## config.mk

```make
export PLATFORM = sky130hd
export DESIGN_NAME = if_fetch_unit
export DESIGN_NICKNAME = d
export VERILOG_FILES = /design/src/rtl/if_fetch_unit.sv
export SDC_FILE = /design/constraint.sdc
export NUM_CORES = 1
export LEC_CHECK = 0
export CAP_MARGIN = 20
export CORE_MARGIN = 4
export CORE_UTILIZATION = 40
export CTS_CLUSTER_DIAMETER = 50
export DETAILED_ROUTE_END_ITERATION = 10
export PLACE_DENSITY_LB_ADDON = 0.15
export SLEW_MARGIN = 20
export SYNTH_ARGS = -nofsm -noshare
export SYNTH_HDL_FRONTEND = slang
export SYNTH_SLANG_ARGS = --single-unit
```

## constraint.sdc

```tcl
create_clock -name clk -period 6.8 [get_ports clk]
set_input_delay 1.36 -clock clk [delete_from_list [all_inputs] [get_ports clk]]
set_output_delay 1.36 -clock clk [all_outputs]
set_load 0.005 [all_outputs]
```

## src/rtl/if_fetch_unit.sv

```systemverilog
// Instruction fetch stage: issues one outstanding imem request at a time and
// keeps a one-entry output buffer (pc_out/instruction_out/inst_valid) for IF/ID.
module if_fetch_unit #(
  parameter logic [31:0] RESET_PC = 32'h0000_0000,
  parameter int unsigned PC_STEP  = 4
) (
  input  logic        clk,
  input  logic        rst,
  input  logic        freeze,
  input  logic        branch_taken,
  input  logic [31:0] branch_addr,
  output logic        imem_req,
  output logic [31:0] imem_addr,
  input  logic        imem_ack,
  input  logic [31:0] imem_rdata,
  output logic [31:0] pc_out,
  output logic [31:0] instruction_out,
  output logic        inst_valid
);

  localparam logic [31:0] STEP = 32'(PC_STEP);

  typedef enum logic [1:0] {
    IDLE   = 2'd0,
    REQ    = 2'd1,
    SQUASH = 2'd2
  } state_t;

  state_t      state, state_n;
  logic [31:0] fetch_pc, fetch_pc_n;
  logic [31:0] req_addr, req_addr_n;
  logic [31:0] pc_out_n, instruction_out_n;
  logic        inst_valid_n;
  logic        consume, room;
  logic [31:0] next_addr;

  // imem handshake: imem_req stays high with imem_addr stable until the
  // single-cycle imem_ack, whose imem_rdata is valid in that same cycle.
  assign imem_req  = (state != IDLE);
  assign imem_addr = req_addr;

  assign consume   = inst_valid && !freeze;
  assign room      = !inst_valid || consume;
  assign next_addr = req_addr + STEP;

  always_ff @(posedge clk or posedge rst) begin
    if (rst) begin
      state           <= IDLE;
      fetch_pc        <= RESET_PC;
      req_addr        <= RESET_PC;
      pc_out          <= 32'h0;
      instruction_out <= 32'h0;
      inst_valid      <= 1'b0;
    end else begin
      state           <= state_n;
      fetch_pc        <= fetch_pc_n;
      req_addr        <= req_addr_n;
      pc_out          <= pc_out_n;
      instruction_out <= instruction_out_n;
      inst_valid      <= inst_valid_n;
    end
  end

  always_comb begin
    state_n           = state;
    fetch_pc_n        = fetch_pc;
    req_addr_n        = req_addr;
    pc_out_n          = pc_out;
    instruction_out_n = instruction_out;
    inst_valid_n      = inst_valid;

    if (consume) begin
      inst_valid_n      = 1'b0;
      instruction_out_n = 32'h0;
    end

    if (branch_taken) begin
      fetch_pc_n        = branch_addr;
      inst_valid_n      = 1'b0;
      instruction_out_n = 32'h0;
      case (state)
        IDLE:    state_n = IDLE;
        REQ:     state_n = imem_ack ? IDLE : SQUASH;
        SQUASH:  state_n = imem_ack ? IDLE : SQUASH;
        default: state_n = IDLE;
      endcase
    end else begin
      case (state)
        IDLE: begin
          if (room) begin
            state_n    = REQ;
            req_addr_n = fetch_pc;
          end
        end
        REQ: begin
          if (imem_ack) begin
            if (room) begin
              pc_out_n          = next_addr;
              instruction_out_n = imem_rdata;
              inst_valid_n      = 1'b1;
              fetch_pc_n        = next_addr;
              state_n           = REQ;
              req_addr_n        = next_addr;
            end else begin
              // Buffer still held by freeze: drop this word and leave fetch_pc
              // at req_addr so the same address is fetched again once freed.
              state_n = IDLE;
            end
          end
        end
        SQUASH: begin
          if (imem_ack) state_n = IDLE;
        end
        default: state_n = IDLE;
      endcase
    end
  end

endmodule

```

Yosys cells after proc, flatten, opt, wreduce, memory -nomap -nowiden
Cells that the tools add are included.
{ "totals": {"register_bits": 131, "out_inout_bits": 98} }
{ "classes": {"add_sub_neg": 1, "n_eq_ne": 8, "muxes": 24, "bitwise_logic": 1, "reduce_logical": 15} }
{ "op_table": {"columns": ["cell", "count"], "rows": [
  ["$mux 32", 10],
  ["$pmux 32 s2", 1],
  ["$add 32x3->32 const B", 1],
  ["$mux 2", 6],
  ["$reduce_bool 2->1", 5],
  ["$ne 3x3->1 const B", 3],
  ["$mux 1", 6],
  ["$ne 2x2->1 const B", 3],
  ["$pmux 2 s3", 1],
  ["$reduce_and 3->1", 2],
  ["$reduce_and 5->1", 1],
  ["$reduce_and 4->1", 1],
  ["$eq 2x1->1 const B", 1],
  ["$eq 2x2->1 const B", 1],
  ["$logic_not 1->1", 2],
  ["$logic_not 2->1", 1],
  ["$reduce_or 2->1", 1],
  ["$logic_and 1x1->1", 1],
  ["$logic_or 1x1->1", 1],
  ["$not 1->1", 1]
]} }

Longest topological paths before layout
Gate-level depths: netlist (run 1).
{ "logic_depth": {"depth_word": 7, "mapped_depth": 9, "ltp_nobuf": 7} }

Worst setup path after synthesis (run 1)
No wires, ideal clock.
{ "synth_timing": {"kind": "input-to-reg", "startpoint": "input port imem_ack", "endpoint": "register req_addr[12], in the netlist imem_addr[12]", "setup_ps": 124, "t_arrival_ps": 2548, "path_slack_ps": 4128, "stages": 7, "path_cell_list": "buf_2 -> mux2_2 -> and2_1 -> nand2_1 -> buf_2 -> nor2_1 -> a211o_1"} }
{ "synth_via": {"elab_chain_len": 2} }
{ "synth_rtl": {"columns": ["element", "line", "source"], "rows": [
  ["from (decl)", "14", "input logic imem_ack,"],
  ["$ne 2x2->1 (no source line)", null, null],
  ["$reduce_and 5->1 (no source line)", null, null],
  ["to (signal assigned)", "57", "req_addr <= req_addr_n;"],
  ["to (decl)", "31", "logic [31:0] req_addr, req_addr_n;"]
]} }
Every way passes these cells.
A chain may end at the register's enable or synchronous reset.

Worst setup path in the final report (run 1)
{ "layout_timing": {"startpoint": "input port branch_taken", "endpoint": "register fetch_pc[12]"} }
{ "layout_via": {"elab_chain_len": 2, "elab_cells_between_ends": 5} }
{ "layout_rtl": {"columns": ["element", "line", "source"], "rows": [
  ["from (decl)", "10", "input logic branch_taken,"],
  ["$reduce_bool 2->1 (no source line)", null, null],
  ["$reduce_and 3->1 (no source line)", null, null],
  ["to (signal assigned)", "56", "fetch_pc <= fetch_pc_n;"],
  ["to (decl)", "30", "logic [31:0] fetch_pc, fetch_pc_n;"]
]} }
Several ways; a longest one is shown, not always the timed one.

==> results of run 1 <==
## cells in the final DEF, fill, tap and decap left out, types with 3 or more instances in the layout
| master | instances |
|---|---|
| sky130_fd_sc_hd__a21o_1 | 12 |
| sky130_fd_sc_hd__a21oi_1 | 34 |
| sky130_fd_sc_hd__a221o_1 | 10 |
| sky130_fd_sc_hd__a22o_1 | 34 |
| sky130_fd_sc_hd__a22oi_1 | 19 |
| sky130_fd_sc_hd__a2bb2oi_1 | 15 |
| sky130_fd_sc_hd__a31oi_1 | 3 |
| sky130_fd_sc_hd__and2_1 | 4 |
| sky130_fd_sc_hd__and3_1 | 11 |
| sky130_fd_sc_hd__and4_1 | 4 |
| sky130_fd_sc_hd__buf_4 | 9 |
| sky130_fd_sc_hd__clkbuf_1 | 7 |
| sky130_fd_sc_hd__clkbuf_16 | 17 |
| sky130_fd_sc_hd__clkbuf_8 | 3 |
| sky130_fd_sc_hd__clkdlybuf4s50_1 | 166 |
| sky130_fd_sc_hd__clkinv_2 | 4 |
| sky130_fd_sc_hd__dfrtp_1 | 131 |
| sky130_fd_sc_hd__ha_1 | 3 |
| sky130_fd_sc_hd__inv_1 | 9 |
| sky130_fd_sc_hd__nand2_1 | 62 |
| sky130_fd_sc_hd__nand3_1 | 13 |
| sky130_fd_sc_hd__nand4_1 | 13 |
| sky130_fd_sc_hd__nor2_1 | 21 |
| sky130_fd_sc_hd__nor3_1 | 3 |
| sky130_fd_sc_hd__o21a_1 | 3 |
| sky130_fd_sc_hd__o21ai_0 | 45 |
| sky130_fd_sc_hd__o22ai_1 | 19 |
| sky130_fd_sc_hd__xnor2_1 | 6 |
| sky130_fd_sc_hd__xor2_1 | 22 |
## synthesized netlist by cell type, drive strengths merged
cell | number | area (sq um)
a221oi | 2 | 17.5
o21a | 3 | 22.5
a31oi | 4 | 31.3
nor4 | 3 | 46.3
clkinv | 1 | 3.75
and4b | 1 | 10.0
a22oi | 19 | 143
o311ai | 2 | 17.5
clkbuf | 15 | 56.3
o22a | 2 | 17.5
xor2 | 22 | 193
a221o | 10 | 100
a22o | 34 | 298
nor3 | 3 | 15.0
nor2 | 22 | 85.1
nand4 | 13 | 81.3
a21o | 12 | 90.1
ha | 4 | 50.1
a21oi | 35 | 175
and2 | 4 | 25.0
o211ai | 2 | 15.0
nand3 | 15 | 92.6
nand2 | 63 | 236
dfrtp | 131 | 3280
o32ai | 1 | 8.76
and3 | 11 | 68.8
o22ai | 19 | 119
mux2 | 1 | 11.3
xnor2 | 6 | 52.6
mux2i | 1 | 10.0
a2bb2oi | 15 | 131
a211o | 2 | 17.5
a31o | 1 | 8.76
inv | 10 | 37.5
buf | 31 | 166
and4 | 4 | 35.0
o21ai | 45 | 225
## registers in the layout, summed over array words and instances (netlist names)
| signal | count |
|---|---|
| fetch_pc | 32 |
| instruction_out | 32 |
| inst_valid | 1 |
| imem_addr | 32 |
| state | 2 |
| pc_out | 32 |
## final timing paths
kind / startpoint / to / slack [ns]
worst max-delay path: branch_taken / fetch_pc[12] / 2.84
worst min-delay path: pc_out[16] / pc_out[16] / 0.48
worst max register to register: state[1] / fetch_pc[12] / 3.85
worst min register to register: pc_out[16] / pc_out[16] / 0.48
max in group asynchronous: rst / fetch_pc[24] / 4.13
min in group asynchronous: rst / pc_out[7] / 1.40
## where the power goes
group	switching, uW	internal [uW]
combinational	484	663
clock	322	529
sequential	281	1030
## worst reg2reg max path: stages (launching register included)
cell	delay [ns]
sky130_fd_sc_hd__dfrtp_1	0.38
sky130_fd_sc_hd__inv_1	0.10
sky130_fd_sc_hd__ha_2	0.19
sky130_fd_sc_hd__mux2_2	0.34
sky130_fd_sc_hd__and2_1	0.16
sky130_fd_sc_hd__buf_4	0.24
sky130_fd_sc_hd__nand2_2	0.36
sky130_fd_sc_hd__buf_4	0.57
sky130_fd_sc_hd__nor2_1	0.19
sky130_fd_sc_hd__a221o_1	0.30
## layout make-up
type / count / area, sq um / share of cell area, %
repair buffers: 175 / 1730 / 20.9
inverters: 11 / 46.3 / 0.559
flip-flops and latches: 131 / 3280 / 39.6
well taps: 184 / 230 / 2.78
clock inverters: 5 / 50.0 / 0.604
clock buffers: 27 / 493 / 5.95
multi-input cells: 381 / 2460 / 29.7
## layer usage
layer	wire length, um	GRT usage (%)	vias to the layer above
met2	7900	31.2	189
li1	-	-	2396
met4	401	8.59	0
met1	7410	26.0	2487
met5	0	0	-
met3	1340	7.11	34
## stage by stage
stage / instance area (sq um) / total power [uW] / setup WS (ns) / utilization [%] / cells
4_1_cts: 8290 / 3340 / 2.85 / 56.8 / 914
6_report: 8290 / 3310 / 2.84 / 56.8 / 914
5_1_grt: 8290 / 3520 / 2.62 / 56.8 / 914
3_5_place_dp: 7740 / 2470 / 2.39 / 53.1 / 882
2_1_floorplan: 5990 / 1830 / 1.94 / - / 569
3_3_place_gp: 7740 / 2440 / 2.50 / 53.1 / 882
## cells by family (layout without fill, tap and decap cells)
family,after synthesis,count (layout),share of synthesized area (%)
compound gates,208,208,24.0
xor+xnor,28,28,4.09
fa+ha+maj,4,4,0.835
buf+inv,57,218,4.41
flops,131,131,54.7
mux,2,2,0.355
simple gates,139,139,11.6
==> summary.md, run 1 <==
| Metric | Value |
|---|---|
| Static Leak | `0.00354 uW` |
| Final period demand of the worst path | `3.96 ns` |
| Most frequent cell on the critical path | `sky130_fd_sc_hd__buf_4` |
| Share of the clock period used by the worst path | `58.3%` |
| Buffering stage count on the worst path with inverters included | `4` |
| Maximum clock insertion buffer count | `2` |
| Vias per std cell | `5.59` |
| CTS tree | `built` |
| Final HPWL DP | `11500 um` |
| Hold crit path type | `flop to flop` |
| Height of the die | `130 um` |
| Antenna violations before repair | `0` |
| Post-Synthesis Net Count | `642` |
| Cell Pwr Density | `399 nW/um^2` |
| Hold violation count in the final report | `0` |
| Antenna cells | `0` |
| Quantity of I/O buffers inserted on ports | `166` |
| Starting utilization of the core area | `41.1%` |
| Worst-path clk slew | `0.05 ns` |
| Fillcell total | `1250` |
| Synthesized netlist cell count | `569` |
| GRT Util Overall | `20.2%` |
| Largest net degree at the start of global routing | `77` |
| CP Launch Type | `input port` |
| Root cell of the clock tree | `sky130_fd_sc_hd__clkbuf_16` |
| Post-synthesis register bit count | `131` |
| Number of buffers inserted for hold repair after clock tree synthesis | `0` |
| Worst-Skew Late Latency | `0.42 ns` |
| Total setup violations reported at the end of the flow | `0` |
| Max_slew headroom | `28.6%` |
| Setup repair after global routing missed its margin | `no` |
| Number of warnings printed during yosys synthesis | `0` |
| First drt pass iteration count | `5` |
| Number of clock buffers inserted by TritonCTS | `17` |
| Die Wd | `130 um` |
| Fraction of layout instances using a drive strength above 1 | `6.44%` |
| Global-route wire length before repair | `26700 um` |
| Cells on Worst Hold Path | `2` |
| Worst Path Max Fanout | `63` |
| Setup clock skew after layout | `0.00724 ns` |
| Sink Count | `131` |
| Vias in the first global route | `5194` |
| Critical path class | `input port to flop` |
| Floorplan die area | `17000 sq um` |
| WL final | `17100 um` |
| Worst IR Drop VDD | `0.202 mV` |
| Highest Clock Rate | `252 MHz` |
| Remaining global-route overflow | `0` |
| Row count | `44` |
| 1st-iter DRT viols | `342` |
| Tightest Pin Transition | `1.07 ns` |
| CP top delay family | `buffers and inverters` |
| Number of nets in the final layout | `790` |
| Arrival time at the worst endpoint | `4.26 ns` |
| Endpoint class of the critical path | `flop` |
| Count of distinct cell types in the synthesized netlist | `45` |
| Remaining antenna violation count after routing | `0` |
| Pins over their slew limit | `0` |
| Global placer's final weighted congestion | `0.774` |
| Smallest hold slack | `0.477 ns` |
| DRC viols | `0` |
| Number of cells on the worst reg-to-reg path | `9` |
| Count of boundary I/O pins | `167` |
| Slowest cell delay on critical path | `0.57 ns` |
| Wire length per cell | `18.7 um` |
| Part of the Yosys area used for sequential elements | `54.7%` |
| Slowest cell on the critical path | `sky130_fd_sc_hd__buf_4` |
| Worst path required time | `7.09 ns` |
| Postcts setup bufs | `0` |
| Mapped Area | `5990 sq um` |
| H-tree lvl count | `4` |
| Vias after detailed routing | `5106` |
| Synth Area per Inst | `10.5 sq um` |
| Series of cell instances along the critical path | `clkdlybuf4s50_1 -> buf_4 -> a21oi_1 -> and2_1 -> buf_4 -> nand2_2 -> buf_4 -> nor2_1 -> a221o_1` |
| Max-Cap Viols | `0` |
| Number of logic stages on the critical path including buffering | `9` |
| Status | `finished clean` |
| Core footprint | `14600 sq um` |
| Total negative setup slack | `0 ns` |
| Area growth from synthesis to final layout | `38.3%` |
| Resize count post-CTS | `0` |
Power figures use the tool's default switching activity.
==> run 2: changes to the inputs <==
Clock period 6.8 ns to 3.3 ns, I/O delays scaled along.
==> summary.md, run 2 (synthesized netlist as in run 1, its figures left out) <==
| Metric | Value |
|---|---|
| 1st-iter DRT viols | `420 (+23%)` |
| Vias per std cell | `5.53 (-0.96%)` |
| Worst-path clk slew | `0.06 ns (about the same)` |
| Count of boundary I/O pins | `167 (unchanged)` |
| DRC viols | `0 (unchanged)` |
| Tightest Pin Transition | `0.755 ns (-0.313 ns)` |
| Most frequent cells in the layout | `sky130_fd_sc_hd__clkdlybuf4s50_1, sky130_fd_sc_hd__dfrtp_1, sky130_fd_sc_hd__nand2_1` |
| Arrival time at the worst endpoint | `1.72 ns (-2.54 ns)` |
| CP Launch Type | `flop` |
| Total negative setup slack | `0 ns (unchanged)` |
| Global-route wire length before repair | `27500 um (+2.9%)` |
| Max-Cap Viols | `0 (unchanged)` |
| Final standard cell utilization of the core | `58.1% (+1.3 points)` |
| Worst-Skew Late Latency | `0.42 ns (about the same)` |
| Hold violation count in the final report | `0 (unchanged)` |
| Worst path required time | `2.64 ns (-4.45 ns)` |
| Cells on Worst Hold Path | `2 (unchanged)` |
| Setup repair after global routing missed its margin | `no` |
| Antenna cells | `0 (unchanged)` |
| First drt pass iteration count | `4 (-1)` |
| Number of clock buffers inserted by TritonCTS | `17 (unchanged)` |
| Row count | `44 (unchanged)` |
| Hold crit path type | `flop to flop` |
| Pins over their slew limit | `0 (unchanged)` |
| Vias in the first global route | `5216 (+0.42%)` |
| Global placer's final weighted congestion | `0.822 (+6.3%)` |
| Root cell of the clock tree | `sky130_fd_sc_hd__clkbuf_16` |
| Most frequent standard cell in the layout excluding fill and tap cells | `sky130_fd_sc_hd__clkdlybuf4s50_1` |
| Height of the die | `130 um (unchanged)` |
| Area growth from synthesis to final layout | `41.5%` |
| Highest Clock Rate | `420 MHz` |
| Fraction of layout instances using a drive strength above 1 | `8.04% (+1.6 points)` |
| Number of buffers inserted for hold repair after clock tree synthesis | `0 (unchanged)` |
| Endpoint class of the critical path | `output port` |
| Final HPWL DP | `11500 um (+0.25%)` |
| Share of the clock period used by the worst path | `72.2%` |
| CTS tree | `built` |
| Final period demand of the worst path | `2.38 ns` |
| H-tree lvl count | `4 (unchanged)` |
| Worst IR Drop VDD | `0.410 mV (+100%)` |
| Footprint of the multi-input gates | `2470 sq um (+0.36%)` |
| Number of nets in the final layout | `794 (+0.51%)` |
| Status | `finished clean` |
| Resize count post-CTS | `0 (unchanged)` |
| Register-to-register path setup slack | `1.01 ns (-2.84 ns)` |
| Max_slew headroom | `49.7% (+21 points)` |
| Core footprint | `14600 sq um (unchanged)` |
| Sequential cell area in the final layout | `3280 sq um (unchanged)` |
| Maximum clock insertion buffer count | `2 (unchanged)` |
| Starting utilization of the core area | `41.1% (unchanged)` |
| Cell Pwr Density | `855 nW/um^2 (+110%)` |
| Vias after detailed routing | `5079 (-0.53%)` |
| Antenna violations before repair | `0 (unchanged)` |
| Setup clock skew after layout | `0.00633 ns (-0.000916 ns)` |
| Fillcell total | `1200 (-4.0%)` |
| Critical path class | `flop to output port` |
| Sink Count | `131 (unchanged)` |
| Floorplan die area | `17000 sq um (unchanged)` |
| Remaining global-route overflow | `0 (unchanged)` |
| Total setup violations reported at the end of the flow | `0 (unchanged)` |
| Wire length per cell | `18.8 um (+0.69%)` |
| GRT Util Overall | `20.9% (+0.73 points)` |
| WL final | `17200 um (+1.1%)` |
| Number of cells on the worst reg-to-reg path | `7 (-2)` |
| Postcts setup bufs | `0 (unchanged)` |
| Worst Path Max Fanout | `5 (-92%)` |
| Quantity of I/O buffers inserted on ports | `166 (unchanged)` |
| Die Wd | `130 um (unchanged)` |
| Static Leak | `0.00363 uW (+2.6%)` |
| Largest net degree at the start of global routing | `87 (+13%)` |
| Remaining antenna violation count after routing | `0 (unchanged)` |
-- run 2: changes by cell type in the layout (fill, tap and decap cells not counted), sizes merged --
cell and change:
clkbuf -10, buf +5, inv +3, clkinvlp +1
bufinv +5, clkdlybuf4s50 -1, clkinv +1
-- run 2: metal layers --
metal | wire length [um] | global-route usage, % | up-vias | share of wire, %
li1 | - | - | 2395 | -
met5 | 0 | 0 | - | 0
met2 | 8130 | 32.8 | 186 | 47
met3 | 1310 | 7.07 | 23 | 7.6
met1 | 7530 | 27.1 | 2475 | 44
met4 | 277 | 7.92 | 0 | 1.6
-- run 2: final cells by class --
cell class / count / area share (%)
flip-flops and latches: 131 / 38.7
multi-input cells: 381 / 29.1
repair buffers: 179 / 21.0
clock buffers: 17 / 5.02
clock inverters: 15 / 2.97
well taps: 184 / 2.72
inverters: 11 / 0.531
-- run 2: power by group --
| part | leakage, uW | internal, uW | total [uW] | switching (uW) |
|---|---|---|---|---|
| clock | 0.000333 | 1430 | 2180 | 749 |
| sequential | 0.00163 | 2120 | 2690 | 568 |
| combinational | 0.00166 | 1380 | 2380 | 1000 |
| total | 0.00363 | 4930 | 7240 | 2320 |
-- run 2: metrics by stage --
stage	power (uW)	hold slack, ns	setup slack [ns]	area [sq um]	std cells
2_1_floorplan	3770	0.465	1.02	6000	569
3_3_place_gp	5050	0.461	0.639	7800	886
3_5_place_dp	5100	0.466	0.586	7800	886
4_1_cts	7320	0.482	0.896	8480	918
5_1_grt	7690	0.504	0.820	8480	918
6_report	7240	0.475	0.919	8480	918
-- run 2: worst paths after layout --
kind	start	endpoint
setup / recovery	state[0]	imem_req
hold / removal	pc_out[17]	pc_out[17]
setup reg to reg	imem_addr[2]	fetch_pc[28]
hold reg to reg	pc_out[17]	pc_out[17]
max in group asynchronous	rst	instruction_out[29]
min in group asynchronous	rst	fetch_pc[5]
-- run 2: worst max-delay path: stages (launching register included) --
cell and delay (ns):
sky130_fd_sc_hd__dfrtp_1 0.38, sky130_fd_sc_hd__inv_1 0.07, sky130_fd_sc_hd__ha_1 0.25, sky130_fd_sc_hd__inv_1 0.10, sky130_fd_sc_hd__clkdlybuf4s50_1 0.50
==> run 3: changes to the inputs <==
Clock period 3.3 ns to 2.04 ns, I/O delays scaled along.
==> summary.md, run 3 (synthesized netlist as in run 1, its figures left out) <==
| Metric | Value |
|---|---|
| WL final | `18200 um (+5.8%)` |
| Core footprint | `14600 sq um (unchanged)` |
| Status | `finished clean` |
| Tightest Pin Transition | `0.507 ns (-0.248 ns)` |
| Most frequent standard cell in the layout excluding fill and tap cells | `sky130_fd_sc_hd__clkdlybuf4s50_1` |
| Remaining global-route overflow | `0 (unchanged)` |
| Share of the clock period used by the worst path | `96.8%` |
| Quantity of I/O buffers inserted on ports | `166 (unchanged)` |
| Fraction of layout instances using a drive strength above 1 | `13.5% (+5.5 points)` |
| Count of boundary I/O pins | `167 (unchanged)` |
| 1st-iter DRT viols | `412 (-1.9%)` |
| CP Launch Type | `flop` |
| CTS tree | `built` |
| Hold crit path type | `input port to async pin` |
| Area growth from synthesis to final layout | `48.4%` |
| DRC viols | `0 (unchanged)` |
| Most frequent cells in the layout | `sky130_fd_sc_hd__clkdlybuf4s50_1, sky130_fd_sc_hd__dfrtp_1, sky130_fd_sc_hd__nand2_1` |
| Die Wd | `130 um (unchanged)` |
| Remaining antenna violation count after routing | `0 (unchanged)` |
| Final HPWL DP | `12400 um (+8.3%)` |
| Final standard cell utilization of the core | `60.9% (+2.8 points)` |
| Setup repair after global routing missed its margin | `no` |
| Highest Clock Rate | `506 MHz` |
| Worst-Skew Late Latency | `0.42 ns (about the same)` |
| Antenna cells | `0 (unchanged)` |
| Vias in the first global route | `5494 (+5.3%)` |
| Max_slew headroom | `66.2% (+17 points)` |
| Vias after detailed routing | `5418 (+6.7%)` |
| Global-route wire length before repair | `28500 um (+3.6%)` |
| Register-to-register path setup slack | `0.08 ns (-0.93 ns)` |
| Vias per std cell | `5.65 (+2.1%)` |
| Starting utilization of the core area | `41.1% (unchanged)` |
| Arrival time at the worst endpoint | `1.57 ns (-0.15 ns)` |
| Pins over their slew limit | `0 (unchanged)` |
| Final period demand of the worst path | `1.98 ns` |
| Setup clock skew after layout | `0.00784 ns (+0.00151 ns)` |
| Endpoint class of the critical path | `output port` |
| Critical path class | `flop to output port` |
| Number of clock buffers inserted by TritonCTS | `17 (unchanged)` |
| Number of cells on the worst reg-to-reg path | `7 (unchanged)` |
| Worst path required time | `1.63 ns (-1.01 ns)` |
| Worst slack, placed | `-0.0652 ns (-0.651 ns)` |
| Number of buffers inserted for hold repair after clock tree synthesis | `0 (unchanged)` |
| Row count | `44 (unchanged)` |
| Fillcell total | `1190 (-0.83%)` |
| Wire length per cell | `19.0 um (+1.3%)` |
| Antenna violations before repair | `0 (unchanged)` |
| Total setup violations reported at the end of the flow | `0 (unchanged)` |
| Floorplan die area | `17000 sq um (unchanged)` |
| Number of nets in the final layout | `835 (+5.2%)` |
| Global placer's final weighted congestion | `0.866 (+5.3%)` |
| Placed Cells | `923 (+4.2%)` |
| Static Leak | `0.00385 uW (+6.0%)` |
| First drt pass iteration count | `5 (+1)` |
| Sink Count | `131 (unchanged)` |
| Minimum setup slack in the final design | `0.0647 ns (-0.854 ns)` |
| Worst-path clk slew | `0.06 ns (about the same)` |
| Cell Pwr Density | `1330 nW/um^2 (+56%)` |
| Largest net degree at the start of global routing | `77 (-11%)` |
| Worst Path Max Fanout | `4 (-1)` |
| Height of the die | `130 um (unchanged)` |
| Hold violation count in the final report | `0 (unchanged)` |
| Maximum clock insertion buffer count | `2 (unchanged)` |
| Reg-to-reg critical path startpoint | `state[1]` |
| Final cell count without fillers | `959 (+4.5%)` |
| Launch point of the worst path | `state[1]` |
| Post-layout total power | `11800 uW (+63%)` |
| Root cell of the clock tree | `sky130_fd_sc_hd__clkbuf_16` |
| H-tree lvl count | `4 (unchanged)` |
| GRT Util Overall | `21.5% (+0.61 points)` |
| Worst IR Drop VDD | `0.681 mV (+66%)` |
| Max-Cap Viols | `0 (unchanged)` |
| Endpoint of the worst-slack reg-to-reg timing path | `imem_addr[19]` |
| Crit path capture | `imem_req` |
run 3: cell count changes in the layout (fill, tap and decap cells not counted), moves of 2 or more:
cell	before	now
sky130_fd_sc_hd__buf_4	11	41
sky130_fd_sc_hd__inv_6	4	2
sky130_fd_sc_hd__clkinvlp_4	1	3
sky130_fd_sc_hd__clkbuf_1	0	2
sky130_fd_sc_hd__clkbuf_16	17	19
sky130_fd_sc_hd__ha_1	3	1
sky130_fd_sc_hd__buf_12	2	9
sky130_fd_sc_hd__bufinv_16	6	3
run 3: per-stage QoR:
stage	cell area, sq um	hold slack (ns)	TNS, ns
5_1_grt	8890	0.292	0
6_report	8890	0.301	0
2_1_floorplan	6000	0.465	0
4_1_cts	8810	0.289	0
3_3_place_gp	8180	0.460	-0.0869
3_5_place_dp	8180	0.465	-1.32
run 3: where the power goes:
part | switching, uW | total (uW) | internal, uW
Combinational | 1920 | 4510 | 2580
Sequential | 784 | 4220 | 3440
Clock | 1140 | 3100 | 1960
run 3: repair_timing:
| action | in CTS | in global routing |
|---|---|---|
| resized for setup | 6 | 8 |
| setup buffers | 1 | 1 |
| pin swaps | 0 | 1 |
| gates cloned | 0 | 2 |
| endpoints found under the setup margin | 42 | 46 |
run 3: cell type report:
class                      count  area, sq um  area share [%]
tap                          184          230            2.59
timing repair buffer         220         2230            25.1
clock buffer                  20          447            5.02
sequential                   131         3280            36.9
multi-input combinational    381         2500            28.1
inverter                      11         45.0           0.507
clock inverter                12          155            1.75
run 3: worst min path at each step:
| stage | cells past startpoint | to | start |
|---|---|---|---|
| finish | 2 | pc_out[10] | rst |
| global route | 2 | pc_out[10] | rst |
| CTS | 2 | pc_out[10] | rst |
| detailed placement | 1 | pc_out[6] | pc_out[6] |
| global placement | 2 | pc_out[16] | pc_out[16] |
| floorplan | 2 | fetch_pc[19] | fetch_pc[19] |
run 3: per-layer routing:
metal	global-route usage, %	share of wire [%]	vias up
li1	-	-	2481
met1	27.1	42	2677
met2	33.6	47	218
met3	7.85	8.3	42
met4	9.44	2.7	0
met5	0	0	-
run 3: worst max-delay path, stage by stage (launching register included):
cell,delay [ns]
sky130_fd_sc_hd__dfrtp_1,0.40
sky130_fd_sc_hd__inv_2,0.11
sky130_fd_sc_hd__ha_2,0.20
sky130_fd_sc_hd__buf_4,0.12
sky130_fd_sc_hd__inv_1,0.05
sky130_fd_sc_hd__dlygate4sd2_1,0.26
